### src/rtl/arc4_pkg.sv
// Shared RC4 definitions: used by the key scheduler and by the PRGA decryptor.
package arc4_pkg;

  localparam int         DATA_W       = 8;
  localparam logic [7:0] MSG_LEN_ADDR = 8'd0;

  typedef enum logic [3:0] {
    IDLE,
    LEN,
    LEN_W,
    I_RD,
    J_RD,
    SW_I,
    SW_J,
    PAD_RD,
    XOR_WR
  } prga_state_t;

endpackage

### src/rtl/prga_if.sv
// Start handshake plus the S-array, ciphertext and plaintext memory ports of the PRGA.
interface prga_if;
  import arc4_pkg::*;

  logic              en;
  logic              rdy;
  logic [DATA_W-1:0] s_addr;
  logic [DATA_W-1:0] s_rddata;
  logic [DATA_W-1:0] s_wrdata;
  logic              s_wren;
  logic [DATA_W-1:0] ct_addr;
  logic [DATA_W-1:0] ct_rddata;
  logic [DATA_W-1:0] pt_addr;
  logic [DATA_W-1:0] pt_wrdata;
  logic              pt_wren;

  // The PRGA drives the memories, so it is the master side of this bundle.
  modport master (
    input  en, s_rddata, ct_rddata,
    output rdy, s_addr, s_wrdata, s_wren, ct_addr, pt_addr, pt_wrdata, pt_wren
  );

  modport slave (
    output en, s_rddata, ct_rddata,
    input  rdy, s_addr, s_wrdata, s_wren, ct_addr, pt_addr, pt_wrdata, pt_wren
  );

endinterface

### src/rtl/prga.sv
// RC4 pseudo-random generation: decrypts a length-prefixed message using a pre-scheduled S array.
module prga
  import arc4_pkg::*;
(
  input  logic   clk,
  input  logic   rst_n,
  prga_if.master bus
);

  prga_state_t       state, state_n;
  logic [DATA_W-1:0] i, j, k, len, si, sj;
  logic [DATA_W-1:0] j_sum;

  logic              rdy;
  logic [DATA_W-1:0] s_addr, s_wrdata, ct_addr, pt_addr, pt_wrdata;
  logic              s_wren, pt_wren;

  assign j_sum = j + bus.s_rddata;

  always_ff @(posedge clk or negedge rst_n) begin
    if (!rst_n) state <= IDLE;
    else        state <= state_n;
  end

  // Memory-facing outputs depend only on state, datapath registers and the one-cycle read data.
  always_comb begin
    state_n   = state;
    rdy       = 1'b0;
    s_addr    = '0;
    s_wrdata  = '0;
    s_wren    = 1'b0;
    ct_addr   = '0;
    pt_addr   = '0;
    pt_wrdata = '0;
    pt_wren   = 1'b0;
    case (state)
      IDLE: begin
        rdy = 1'b1;
        if (bus.en) state_n = LEN;
      end
      LEN: begin
        ct_addr = MSG_LEN_ADDR;
        state_n = LEN_W;
      end
      LEN_W: begin
        pt_addr   = MSG_LEN_ADDR;
        pt_wrdata = bus.ct_rddata;
        pt_wren   = 1'b1;
        state_n   = (bus.ct_rddata == '0) ? IDLE : I_RD;
      end
      I_RD: begin
        s_addr  = i;
        state_n = J_RD;
      end
      J_RD: begin
        s_addr  = j_sum;
        state_n = SW_I;
      end
      SW_I: begin
        s_addr   = i;
        s_wrdata = bus.s_rddata;
        s_wren   = 1'b1;
        state_n  = SW_J;
      end
      SW_J: begin
        s_addr   = j;
        s_wrdata = si;
        s_wren   = 1'b1;
        state_n  = PAD_RD;
      end
      PAD_RD: begin
        s_addr  = si + sj;
        ct_addr = k;
        state_n = XOR_WR;
      end
      XOR_WR: begin
        pt_addr   = k;
        pt_wrdata = bus.s_rddata ^ bus.ct_rddata;
        pt_wren   = 1'b1;
        state_n   = (k == len) ? IDLE : I_RD;
      end
      default: state_n = IDLE;
    endcase
  end

  // Datapath: si and sj are latched so the pad address survives the i==j swap unchanged.
  always_ff @(posedge clk or negedge rst_n) begin
    if (!rst_n) begin
      i   <= '0;
      j   <= '0;
      k   <= '0;
      len <= '0;
      si  <= '0;
      sj  <= '0;
    end else begin
      case (state)
        IDLE: begin
          if (bus.en) begin
            i <= '0;
            j <= '0;
            k <= '0;
          end
        end
        LEN_W: begin
          len <= bus.ct_rddata;
          k   <= 8'd1;
          i   <= 8'd1;
        end
        J_RD: begin
          si <= bus.s_rddata;
          j  <= j_sum;
        end
        SW_I: sj <= bus.s_rddata;
        XOR_WR: begin
          if (k != len) begin
            k <= k + 8'd1;
            i <= i + 8'd1;
          end
        end
        default: ;
      endcase
    end
  end

  assign bus.rdy       = rdy;
  assign bus.s_addr    = s_addr;
  assign bus.s_wrdata  = s_wrdata;
  assign bus.s_wren    = s_wren;
  assign bus.ct_addr   = ct_addr;
  assign bus.pt_addr   = pt_addr;
  assign bus.pt_wrdata = pt_wrdata;
  assign bus.pt_wren   = pt_wren;

endmodule

### src/flat_wrapper.sv
// flat-port wrapper written by rule: the top's interface ports become plain ports
module prga_flat import arc4_pkg::*;
  (clk, rst_n, bus_en, bus_s_rddata, bus_ct_rddata, bus_rdy, bus_s_addr, bus_s_wrdata, bus_s_wren, bus_ct_addr, bus_pt_addr, bus_pt_wrdata, bus_pt_wren);
  prga_if bus_i ();
  input  logic clk;
  input  logic rst_n;
  input wire logic [$bits(bus_i.en)-1:0] bus_en;
  input wire logic [$bits(bus_i.s_rddata)-1:0] bus_s_rddata;
  input wire logic [$bits(bus_i.ct_rddata)-1:0] bus_ct_rddata;
  output wire logic [$bits(bus_i.rdy)-1:0] bus_rdy;
  output wire logic [$bits(bus_i.s_addr)-1:0] bus_s_addr;
  output wire logic [$bits(bus_i.s_wrdata)-1:0] bus_s_wrdata;
  output wire logic [$bits(bus_i.s_wren)-1:0] bus_s_wren;
  output wire logic [$bits(bus_i.ct_addr)-1:0] bus_ct_addr;
  output wire logic [$bits(bus_i.pt_addr)-1:0] bus_pt_addr;
  output wire logic [$bits(bus_i.pt_wrdata)-1:0] bus_pt_wrdata;
  output wire logic [$bits(bus_i.pt_wren)-1:0] bus_pt_wren;
  assign bus_i.en = bus_en;
  assign bus_i.s_rddata = bus_s_rddata;
  assign bus_i.ct_rddata = bus_ct_rddata;
  assign bus_rdy = bus_i.rdy;
  assign bus_s_addr = bus_i.s_addr;
  assign bus_s_wrdata = bus_i.s_wrdata;
  assign bus_s_wren = bus_i.s_wren;
  assign bus_ct_addr = bus_i.ct_addr;
  assign bus_pt_addr = bus_i.pt_addr;
  assign bus_pt_wrdata = bus_i.pt_wrdata;
  assign bus_pt_wren = bus_i.pt_wren;
  prga u_core (.clk(clk), .rst_n(rst_n), .bus(bus_i));
endmodule
### config.mk
export PLATFORM = sky130hd
export DESIGN_NAME = prga_flat
export DESIGN_NICKNAME = d
export VERILOG_FILES = /design/src/rtl/arc4_pkg.sv /design/src/rtl/prga_if.sv /design/src/rtl/prga.sv /design/src/flat_wrapper.sv
export SDC_FILE = /design/constraint.sdc
export NUM_CORES = 1
export LEC_CHECK = 0
export ABC_AREA = 1
export BUFFER_PORTS_ARGS = -buffer_cell sky130_fd_sc_hd__buf_2
export CAP_MARGIN = 20
export CORE_MARGIN = 10
export CORE_UTILIZATION = 55
export DETAILED_ROUTE_END_ITERATION = 6
export PLACE_DENSITY = 0.77
export SYNTH_ARGS = -nofsm -noshare
export SYNTH_HDL_FRONTEND = slang
export SYNTH_SLANG_ARGS = --single-unit
### constraint.sdc
create_clock -name clk -period 2.3 [get_ports clk]
set_clock_uncertainty 0.2 [all_clocks]
set_input_delay 0.46 -clock clk [delete_from_list [all_inputs] [get_ports clk]]
set_output_delay 0.46 -clock clk [all_outputs]
set_load 0.02 [all_outputs]
* After elaboration in Yosys (flattened, before gate mapping)
Index checks and enable logic that the tools add are counted.
Storage, ports and cells: bits of input ports 19, output and inout port bits 43, flip-flop bits (word level) 52
Cells by class: mux-type cells 18, eq/ne operators 12, reductions and logical operators 9, bitwise gates (word level) 1, $add $sub $neg 4
Operator list (count):
- 8-bit case mux with 2 select lines | 3
- 8-bit case mux with 3 select lines | 2
- 8-bit 2-to-1 mux | 5
- 4-bit case mux with 9 select lines | 1
- 8-bit case mux with 4 select lines | 1
- 8-bit by 1-bit adder with 8-bit output, second input constant | 2
- 8-bit adder | 2
- 4-bit by 3-bit == test with 1-bit output, second input constant | 4
- 4-bit by 2-bit == test with 1-bit output, second input constant | 2
- 8-bit == test | 1
- 8-bit logical NOT | 1
- 8-bit != test | 1
- 8-bit bitwise XOR | 1
- 2-bit OR reduction | 3
- 4-bit by 1-bit == test with 1-bit output, second input constant | 1
- 4-bit == test, second input constant | 1
- 4-bit logical NOT | 1
- 2-bit 2-to-1 mux | 2
- 4-bit 2-to-1 mux | 1
- 1-bit 2-to-1 mux | 3
- 3-bit AND reduction | 1
- 3-bit nonzero test | 1
- 2-bit by 1-bit != test with 1-bit output, second input constant | 1
- 2-bit != test, second input constant | 1
- other kinds (2) | 2

* Logic depth before layout (Yosys ltp)
depth in word-level cells 3, depth in mapped cells 10, gate-level depth less buffers 9

* Worst setup path before layout
OpenSTA, ideal clock, no wires.
kind input to output, start input bus_s_rddata[0], end output bus_s_addr[4], arrival 1636 ps, stages 7, path slack 4 ps, cells stage by stage ha_1 -> fa_1 -> nand2_1 -> a21oi_1 -> o21ai_0 -> nand3_1 -> nand3_1
Between the ends: longest elaborated chain between the ends 2
Ends and longest elaborated chain:
- start, declared | RTL line flat_wrapper.sv:8 | input wire logic [$bits(bus_i.s_rddata)-1:0] bus_s_rddata;
- 8-bit adder | RTL line prga.sv:18 | assign j_sum = j + bus.s_rddata;
- 8-bit case mux with 4 select lines | RTL line prga.sv:36 | case (state)
- end, declared | RTL line flat_wrapper.sv:11 | output wire logic [$bits(bus_i.s_addr)-1:0] bus_s_addr;
No other way between the ends.

* Worst setup path in the final report
start register u_core.si[0], end output bus_s_addr[4]
Between the ends: longest elaborated chain between the ends 2
Ends and longest elaborated chain:
- start, declared | RTL line prga.sv:11 | logic [DATA_W-1:0] i, j, k, len, si, sj;
- start signal, assigned | RTL line prga.sv:110 | si <= bus.s_rddata;
- 8-bit adder | RTL line prga.sv:72 | s_addr = si + sj;
- 8-bit case mux with 4 select lines | RTL line prga.sv:36
No other way between the ends.

==> impl_metrics.py <==
metrics = {
    "run_status": {
        "status": "finished with violations",
        "violations": "negative setup slack",
    },
    "synth": {
        "synth-xor-area-share": 0.0182,
        "syn_avg_cell_area_um2": 6.76,
        "ys_warn_count": 0,
        "ys_seq_elements": 52,
        "synthAdderAreaFrac": 0.0623,
        "synth_seq_area_share": 0.338,
        "synth_top_area_frac": 0.338,
        "synth_top_family_by_area": "simple AND/OR/NAND/NOR gates",
        "netlist_top_cells_area": "dfrtp_1 (34%), nand2_1 (21%), nand3_1 (8.3%)",
        "synth_cells": 570,
        "netlist_area_um2": 3850,
        "yosysTopAreaCell": "dfrtp_1",
        "syn-num-nets": 607,
        "ys_types": 35,
        "synth_compound_area_frac": 0.0643,
        "yosys.area_share.simple": 0.424,
        "synth.area.mux_share": 0,
    },
    "worst_setup_path": {
        "rr_startpoint": "u_core.state[1]$_DFFE_PN0P_",
        "end_kind": "output pin",
        "worstPathRequired_ps": 1640,
        "start_kind": "flop",
        "cp_max_fo": 4,
        "reg2reg_to": "u_core.i[0]$_DFFE_PN0P_",
        "crit_type": "flop to output pin",
        "rr_worst_depth": 9,
        "regToRegSetupSlack_ps": 100,
        "arrival_ps": 1970,
    },
    "global_route": {
        "grt_max_degree": 33,
        "antenna_found_initial": 0,
        "grt_pass1_vias": 3977,
        "grt_usage": 0.217,
        "grt_pass1_wl_um": 19700,
        "gr-total-overflow": 0,
    },
    "sta": {
        "setup_viol_count_final": 31,
        "worstMarginPinSlew_ps": 545,
        "fmax_ghz": 0.380,
        "maxSlewHeadroom": 0.637,
        "holdWs_ps": 254,
        "finalHoldViolCount": 0,
        "setup_tns_ps": -2590,
        "min_period_ps": 2630,
        "finalCritPeriodShare": 1.15,
        "setup_ws_ps": -335,
        "slew_viol_final": 0,
        "rsz0062_at_grt": "true",
    },
    "layout": {
        "regArea_um2": 1310,
        "final_cell_area_um2": 5710,
        "drive_above_1_share": 0.367,
        "multi_input_area_um2": 2850,
        "fin_nets": 719,
        "fin_util": 0.841,
        "syn_to_final_growth_pct": 48.2,
        "antenna_cells": 0,
        "n_fill_cell": 388,
    },
    "routing": {
        "viasPerCell": 5.75,
        "wl_per_cell_um": 18.0,
        "ant_nets": 0,
        "drt_iter0_drc": 308,
        "first_pass_iters": 5,
        "via_count": 4479,
        "drc": 0,
        "drt_wl_total_um": 14000,
    },
    "pwr": {
        "combinationalPowerShare": 0.672,
        "leakage_nw": 2.89,
        "seqPwrFrac": 0.234,
        "power-per-cell-area_nw_per_um2": 1220,
        "power_frac_clock": 0.094,
        "p_int_w": 0.00352,
        "switching_share": 0.494,
        "p_switching_w": 0.00343,
        "irDropWorstVdd_mv": 0.747,
    },
    "hold_path": {
        "worstHoldStart": "bus_ct_rddata[5]",
        "hold_end": "u_core.len[5]$_DFFE_PN0N_",
        "hold_depth": 3,
        "hp-class": "input port to flop",
    },
    "placed_design": {
        "gp_congestion": 0.897,
        "port_buffers": 61,
        "placed_cell_area_um2": 4370,
        "post-dp-hpwl_um": 8750,
        "pre_cts_ws_ps": -314,
    },
    "floorplanning": {
        "start_util": 0.567,
        "die_h_um": 104,
        "dieArea_um2": 10800,
        "num_rows": 30,
        "core_area_um2": 6790,
        "io_pins": 62,
        "die_width_um": 104,
    },
    "clock_tree": {
        "root_buffer": "clkbuf_8",
        "clkTransAtPathRegs_ps": 110,
        "clockBufferDepth": 2,
        "numCtsBuffers": 5,
        "h-tree-depth": 2,
        "worstSkewPairLatency_ps": 320,
        "tritoncts": "yes",
        "cts.sinks": 52,
    },
    "job": {
        "cap_violations": 0,
    },
}
==> cell usage in the layout (no fill, tap or decap), drive strengths merged <==
| cell type | Yosys | layout |
|---|---|---|
| nand2 | 217 | 217 |
| buf | 8 | 115 |
| nand3 | 76 | 76 |
| inv | 71 | 69 |
| nor2 | 54 | 55 |
| dfrtp | 52 | 52 |
| o21ai | 26 | 26 |
| ha | 16 | 16 |
| nand4 | 8 | 8 |
| a21oi | 8 | 8 |
| xnor2 | 6 | 6 |
| clkbuf | 4 | 6 |
| a22oi | 5 | 5 |
| nor3b | 4 | 4 |
| clkinv | 1 | 4 |
| nand3b | 3 | 3 |
| o2111ai | 2 | 2 |
| xor2 | 2 | 2 |
| or2 | 2 | 2 |
| fa | 2 | 2 |
| o31ai | 2 | 2 |
| a21boi | 1 | 1 |
| bufinv | 0 | 1 |
| dlygate4sd3 | 0 | 1 |
==> metal layers <==
metal	GRT usage	up-vias	wire [um]
met5	0	-	0
met4	0.0567	0	494
met3	0.0446	49	1270
met2	0.359	281	6900
met1	0.282	2109	5340
li1	-	2040	-
==> repair_timing <==
item,CTS,global route
setup endpoints to repair,30,34
gates resized for setup,70,170
hold buffers,1,0
pin swaps,16,30
cloned,1,2
endpoints found under the hold margin,20,0
buffers inserted,16,15
==> registers in the layout, indices dropped and copies added (netlist names) <==
register	flops
u_core.i	8
u_core.j	8
u_core.k	8
u_core.len	8
u_core.si	8
u_core.sj	8
u_core.state	4
==> critical path, cell delays in order (launching register included) <==
cell,delay (ps)
dfrtp_1,430
ha_2,200
fa_2,390
a21oi_2,170
xnor2_1,140
nand2_1,130
nand3_2,90
buf_6,120
==> Yosys cell counts, drive strengths merged <==
cell type / n
nor3b: 4
o21ai: 26
a21boi: 1
nand4: 8
xnor2: 6
buf: 8
a22oi: 5
xor2: 2
clkinv: 1
nand2: 217
or2: 2
o2111ai: 2
nand3: 76
dfrtp: 52
nand3b: 3
a21oi: 8
inv: 71
clkbuf: 4
o31ai: 2
fa: 2
ha: 16
nor2: 54
==> metrics by stage <==
| stage | power [W] | instances |
|---|---|---|
| 6_report | 0.00695 | 779 |
| 5_1_grt | 0.00737 | 779 |
| 4_1_cts | 0.00596 | 763 |
| 3_5_place_dp | 0.00459 | 737 |
| 3_3_place_gp | 0.00451 | 737 |
| 2_1_floorplan | 0.00378 | 570 |
==> power groups by stage <==
stage / Clock (W) / Sequential, W / Combinational [W]
2_1_floorplan: 0 / 0.00147 / 0.00232
5_1_grt: 0.000683 / 0.00166 / 0.00503
6_report: 0.000653 / 0.00162 / 0.00467
3_5_place_dp: 0 / 0.00154 / 0.00306
3_3_place_gp: 0 / 0.00152 / 0.00299
4_1_cts: 0.000656 / 0.00156 / 0.00374
==> layout make-up <==
cell class              count  area share
clock inverters             2     0.00613
flip-flops and latches     52       0.229
well taps                  96      0.0210
clock buffers               6      0.0127
multi-input cells         435       0.500
inverters                  72      0.0546
repair buffers            116       0.177
==> how the worst max path moves through the flow <==
stage                                   startpoint       endpoint  slack (ps)
after global routing      u_core.si[0]$_DFFE_PN0P_  bus_s_addr[4]        -400
after CTS                 u_core.si[0]$_DFFE_PN0P_  bus_s_addr[4]        -320
final                     u_core.si[0]$_DFFE_PN0P_  bus_s_addr[4]        -330
after global placement             bus_s_rddata[0]  bus_s_addr[4]        -280
after floorplan                    bus_s_rddata[0]  bus_s_addr[4]           4
after detailed placement           bus_s_rddata[0]  bus_s_addr[4]        -310
==> logic make-up after synthesis <==
group / count (synthesis)
and+or+nand+nor: 364
buffers and inverters: 84
DFF: 52
AOI/OAI and AO/OA: 44
adders and majority gates: 18
xor gates and xnor gates: 8
Power figures use the tool's default switching activity.
